===== config.mk =====
export PLATFORM = sky130hd
export DESIGN_NAME = barrel_left_seq
export DESIGN_NICKNAME = d
export VERILOG_FILES = /design/src/rtl/barrel_left_seq.sv
export SDC_FILE = /design/constraint.sdc
export NUM_CORES = 1
export LEC_CHECK = 0
export CORE_AREA = 2 2 72 74
export CTS_BUF_LIST = sky130_fd_sc_hd__clkbuf_16
export DETAILED_ROUTE_END_ITERATION = 12
export DIE_AREA = 0 0 74 76
export PLACE_DENSITY_LB_ADDON = 0.08
export REMOVE_ABC_BUFFERS = 1
export SYNTH_ARGS = -nofsm -noshare
export SYNTH_HDL_FRONTEND = slang
export SYNTH_SLANG_ARGS = --single-unit

===== constraint.sdc =====
create_clock -name clk -period 1.6 [get_ports clk]
set_input_delay 0.24 -clock clk [delete_from_list [all_inputs] [get_ports clk]]
set_output_delay 0.24 -clock clk [all_outputs]
set_load 0.05 [all_outputs]

===== src/rtl/barrel_left_seq.sv =====
// Multi-cycle 16-bit logical left shifter: one power-of-two stage (1, 2, 4, 8) per clock.
// Optional BARREL_LEFT_ROTATE_EN adds a rot input that turns active stages into rotates.
module barrel_left_seq #(
    parameter int WIDTH = 16,  // fixed at 16: four stages are hard-wired
    parameter int SHW   = 4
) (
    input  logic             clk,
    input  logic             rst,
    input  logic             start,
`ifdef BARREL_LEFT_ROTATE_EN
    input  logic             rot,
`endif
    input  logic [WIDTH-1:0] in,
    input  logic [SHW-1:0]   shft,
    output logic             busy,
    output logic             done,
    output logic [WIDTH-1:0] out,
    output logic             cout
);

    typedef enum logic [2:0] {
        IDLE = 3'd0,
        S0   = 3'd1,
        S1   = 3'd2,
        S2   = 3'd3,
        S3   = 3'd4,
        DONE = 3'd5
    } state_t;

    state_t           state_q, state_d;
    logic [WIDTH-1:0] acc_q, acc_d;
    logic [SHW-1:0]   amt_q, amt_d;
    logic             carry_q, carry_d;
    logic [WIDTH-1:0] out_q, out_d;
    logic             cout_q, cout_d;
    logic             busy_q, busy_d;
    logic             done_q, done_d;

    // Wrap-around bits for each stage; all-zero when rotate is absent or not selected.
    logic             fill1;
    logic [1:0]       fill2;
    logic [3:0]       fill4;
    logic [7:0]       fill8;

`ifdef BARREL_LEFT_ROTATE_EN
    logic rot_q, rot_d;

    always_comb begin
        fill1 = rot_q ? acc_q[15]    : 1'b0;
        fill2 = rot_q ? acc_q[15:14] : 2'b0;
        fill4 = rot_q ? acc_q[15:12] : 4'b0;
        fill8 = rot_q ? acc_q[15:8]  : 8'b0;
    end
`else
    always_comb begin
        fill1 = 1'b0;
        fill2 = 2'b0;
        fill4 = 4'b0;
        fill8 = 8'b0;
    end
`endif

    always_comb begin
        // NOTE: every next-state signal gets a default first so no path leaves it unassigned (no latch).
        state_d = state_q;
        acc_d   = acc_q;
        amt_d   = amt_q;
        carry_d = carry_q;
        out_d   = out_q;
        cout_d  = cout_q;
        busy_d  = busy_q;
        done_d  = 1'b0;
`ifdef BARREL_LEFT_ROTATE_EN
        rot_d   = rot_q;
`endif

        case (state_q)
            IDLE, DONE: begin
                if (start) begin
                    acc_d   = in;
                    amt_d   = shft;
                    carry_d = 1'b0;
`ifdef BARREL_LEFT_ROTATE_EN
                    rot_d   = rot;
`endif
                    busy_d  = 1'b1;
                    state_d = S0;
                end else begin
                    state_d = IDLE;
                end
            end
            S0: begin
                if (amt_q[0]) begin
                    acc_d   = {acc_q[14:0], fill1};
                    carry_d = acc_q[15];
                end
                state_d = S1;
            end
            S1: begin
                if (amt_q[1]) begin
                    acc_d   = {acc_q[13:0], fill2};
                    carry_d = acc_q[14];
                end
                state_d = S2;
            end
            S2: begin
                if (amt_q[2]) begin
                    acc_d   = {acc_q[11:0], fill4};
                    carry_d = acc_q[12];
                end
                state_d = S3;
            end
            S3: begin
                // Final stage result goes straight to the output registers.
                out_d  = acc_q;
                cout_d = carry_q;
                if (amt_q[3]) begin
                    acc_d   = {acc_q[7:0], fill8};
                    carry_d = acc_q[8];
                    out_d   = {acc_q[7:0], fill8};
                    cout_d  = acc_q[8];
                end
                busy_d  = 1'b0;
                done_d  = 1'b1;
                state_d = DONE;
            end
            default: begin
                busy_d  = 1'b0;
                state_d = IDLE;
            end
        endcase
    end

    // NOTE: sequential state uses non-blocking assignments so every register samples pre-edge values.
    always_ff @(posedge clk) begin
        if (rst) begin
            state_q <= IDLE;
            acc_q   <= '0;
            amt_q   <= '0;
            carry_q <= 1'b0;
            out_q   <= '0;
            cout_q  <= 1'b0;
            busy_q  <= 1'b0;
            done_q  <= 1'b0;
`ifdef BARREL_LEFT_ROTATE_EN
            rot_q   <= 1'b0;
`endif
        end else begin
            state_q <= state_d;
            acc_q   <= acc_d;
            amt_q   <= amt_d;
            carry_q <= carry_d;
            out_q   <= out_d;
            cout_q  <= cout_d;
            busy_q  <= busy_d;
            done_q  <= done_d;
`ifdef BARREL_LEFT_ROTATE_EN
            rot_q   <= rot_d;
`endif
        end
    end

    assign busy = busy_q;
    assign done = done_q;
    assign out  = out_q;
    assign cout = cout_q;

endmodule


Word-level counts from Yosys, hierarchy flattened
Index checks and enable logic that the tools add are counted.

Memory bits (writable): 0. Logic and storage cells: 42. Memory bits (read-only): 0. Latch bits: 0. Flip-flop bits (word level): 43. Memories kept: 0.

Shift operators: 0. Divide/modulo/power cells: 0. Multipliers: 0. Muxes and demuxes: 17. Equality and inequality tests: 9. Bitwise logic cells: 1. $lt $le $gt $ge: 0. Reduce and logical (&&, ||, !) cells: 7. Add/sub/neg operators: 0.

Operators with widths (number): 16-bit two-way mux (5); 16-bit case mux with 5 select lines (1); 3-bit case mux with 5 select lines (1); 1-bit two-way mux (8); 2-bit != test, second input constant (4); 3-bit by 2-bit equality test with 1-bit output, second input constant (2); 3-bit equality test, second input constant (2); 1-bit case mux with 5 select lines (1); 5-bit AND reduction (1); 5-bit nonzero test (1); 2-bit AND reduction (2); 3-bit by 1-bit equality test with 1-bit output, second input constant (1); 3-bit logical NOT (1); 3-bit OR reduction (1); 1-bit case mux with 2 select lines (1); 2-bit OR reduction (1); 1-bit inverter (1).

Longest topological paths before layout
Depth in word-level cells: 4. Mapped depth: 8. Gate-level depth less buffers: 5.

Least setup slack after synthesis
Ideal clock, no wire load.

Kind: register to register. Start point: register state_q[0]. End point: register acc_q[13]. Stages on the path, launching flop included: 6. Clock period less this slack: 1.449 ns. Data arrival time: 1.308 ns. Buffers on the path: 2. Slack: 0.151 ns. Setup time: 0.140 ns. Cell sequence: dfxtp_1 buf_6 buf_8 mux4_2 mux2i_1 a211oi_2.

Word-level cells in the longest chain between the ends: 4.

RTL lines: start, declared (line 30) `state_t state_q, state_d;`; start signal, assigned (line 149) `state_q <= state_d;`; 3-bit equality test / 3-bit logical NOT (equally long branches) (line 77) `case (state_q)`; 2-bit OR reduction (line 77); 5-bit nonzero test (no source line) / 2-bit != test (equally long branches); 5-bit AND reduction (no source line); end signal, assigned (line 138) `acc_q <= '0;`; end signal, assigned (line 150) `acc_q <= acc_d;`; end, declared (line 31) `logic [WIDTH-1:0] acc_q, acc_d;`.

Several ways; a longest one is shown, not always the timed one. A chain may end at the register's enable or synchronous reset.

Worst setup path after layout
Start point: register state_q[1]. End point: register acc_q[3].

Same word-level chain as after synthesis.

==> flow_summary.toml <==
[run_status]
status = "finished with violations"
violations = "negative setup slack"

[clocking]
tritoncts = "yes"
insertion_delay_ns = 0.28
cts_root_buffer = "clkbuf_16"
numCtsBuffers = 5
clockBufferDepth = 2
clkSinkCount = 43
htreeDepth = 2
cts.reportedPaths.clkPinSlew_ns = 0.07

[yosys]
ys_ff_latch = 43
yosys.cell_count.top_type = "dfxtp_1"
synth_ff_type = "dfxtp_1"
avgSynthCellArea_um2 = 9.16
syn-cell-area_um2 = 2490
synth_edf_count = 0
ys_warn_count = 0
ys_seq_area_frac = 0.345
postSynthCellCount = 272
ys_types = 37
synth_top_area_cell = "dfxtp_1"
async_flop_share = 0
synth_top_area_share = 0.345
netlist_top_cells_count = "43 x dfxtp_1, 41 x nor2_1, 27 x nand2_1"
ys_top_cells_by_area = "dfxtp_1 35%, mux2i_1 8.4%, mux4_2 7.2%, nor2_1 6.2%, a21oi_1 4.4%"

[sta]
setup_viol = 3
hold_viol_final = 0
slew_violations = 0
fin_hold_ws_ns = 0.401
fin_crit_sh = 1.01
slew_headroom = 0.772
fmax_ghz = 0.619
worst_slack_ns = -0.0148
max_slew.worst_pin.slew_ns = 0.333
final.setup_skew_ns = 0.00815
fin_crit_ns = 1.61

[final_layout]
final_cell_count_no_fill = 401
area_delta_synth_final_pct = 35.6
final_util = 0.688
layout-drive-gt1-share = 0.302
fillers = 407
fin_nets = 353
n_antenna_cell = 0

[die]
die_h_um = 76
die_width_um = 74
initial_core_util = 0.507
coreArea_um2 = 4910
rows = 26
io-pin-count = 42
die-area_um2 = 5620

[detailed_routing]
first_pass_iters = 5
via_count = 2335
viasPerCell = 5.82
routed_wl_um = 7290
drtIter0Drc = 153
ant_nets = 0
wire_per_inst_um = 18.2
route.detailed.drc = 0

[pwr]
p_int_mw = 2.29
sw_frac_of_total = 0.330
irDropWorstVdd_mv = 0.592
p_comb_frac = 0.324
power_mw = 3.42
p_per_area_nw_per_um2 = 1010
p_leak_nw = 1.22
power_frac_seq = 0.383
clockPowerShare = 0.293
power.switching_mw = 1.13

[worst_hold_path]
min_path_type = "in -> reg"

[global_route]
track_usage = 0.234
grt_pass1_wl_um = 10300
overflow = 0
grt_start_max_net_pins = 35
grt_pass1_vias = 2073
antenna_found_initial = 0

[placed_design]
dpl.hpwl_um = 4420
place.gp.congestion = 0.843
portBuffers = 41
dp_cells = 383

[setup_path]
cp-start-kind = "flip-flop"
crit_type = "reg -> reg"
crit_fanout = 10
critical_path_arrival_ns = 1.78
cp_data_required_time_ns = 1.77
crit_path_end_kind = "flip-flop"

[flow_run]
drv_cap = 0
-- cell usage in the layout, fill, tap and decap left out, types with 6 or more instances in the layout --
master / n
clkdlybuf4s50_1: 21
nand2_1: 27
o21ai_1: 12
buf_4: 43
clkbuf_16: 9
o21ai_0: 8
mux2i_1: 20
nor2_1: 40
nand3b_1: 9
mux4_2: 8
buf_12: 6
o211ai_1: 7
a211oi_1: 10
dfxtp_1: 40
a211oi_2: 7
a21oi_1: 22
-- power groups by stage --
stage	clock (mW)	combinational (mW)	sequential, mW
detailed placement	0	0.960	1.32
global placement	0	0.933	1.32
finish	1.00	1.11	1.31
global route	1.05	1.18	1.32
CTS	1.00	0.967	1.29
floorplan	0	0.518	1.35
-- metrics by stage --
stage          instance area, µm²  setup TNS, ns  setup slack, ns
2_1_floorplan                2320         -18.81           -0.632
3_3_place_gp                 3020          -2.38           -0.198
3_5_place_dp                 3020          -3.51           -0.222
4_1_cts                      3160              0          0.00574
5_1_grt                      3380        -0.0918          -0.0393
6_report                     3380        -0.0321          -0.0148
-- cells by family after synthesis --
family / after synthesis / share of synthesized area
xor gates and xnor gates: 1 / 0.00351
DFF: 43 / 0.345
muxes: 31 / 0.166
buffers and inverters: 27 / 0.0738
and+or+nand+nor: 90 / 0.183
AOI/OAI and AO/OA: 80 / 0.228
-- cell type report --
class | instances | area [µm²] | area share
inverter | 2 | 7.51 | 0.00222
timing repair buffer | 75 | 766 | 0.226
tap | 70 | 87.6 | 0.0259
clock inverter | 3 | 16.3 | 0.00481
sequential | 43 | 872 | 0.258
multi-input combinational | 203 | 1510 | 0.446
clock buffer | 5 | 125 | 0.0370
-- layer usage --
metal | track usage | wire length [µm] | share of wire
met1 | 0.329 | 3120 | 0.43
met2 | 0.379 | 3500 | 0.48
met3 | 0.0423 | 514 | 0.071
met4 | 0.0400 | 160 | 0.022
met5 | 0 | 0 | 0
-- path summary, 6_finish.rpt --
kind	from	endpoint	slack, ns	cells past startpoint
setup / recovery	state_q[1]$_SDFF_PP0_	acc_q[3]$_SDFFE_PP0P_	-0.01	7
hold / removal	start	state_q[0]$_SDFF_PP0_	0.40	3
setup reg to reg	state_q[1]$_SDFF_PP0_	acc_q[3]$_SDFFE_PP0P_	-0.01	7
hold reg to reg	out[5]$_SDFFE_PP0P_	out[5]$_SDFFE_PP0P_	0.45	2
-- worst max-delay path, stage by stage, from the launching register on --
cell and delay (ns):
dfxtp_4 0.37, buf_12 0.15, nor2_1 0.07, a32oi_4 0.23, o211ai_1 0.18, buf_4 0.21
o21ai_0 0.19, a21oi_1 0.10
-- repair_timing --
item / CTS / global route
setup endpoints to repair: 0 / 26
resized for setup: 0 / 24
buffers inserted: 0 / 5
hold buffers: 0 / 0
-- sequential cells by signal, indices dropped and copies added, names as in the netlist --
name	cells
acc_q	16
amt_q	4
busy	1
carry_q	1
cout	1
done	1
out	16
state_q	3
Power figures use the tool's default switching activity.
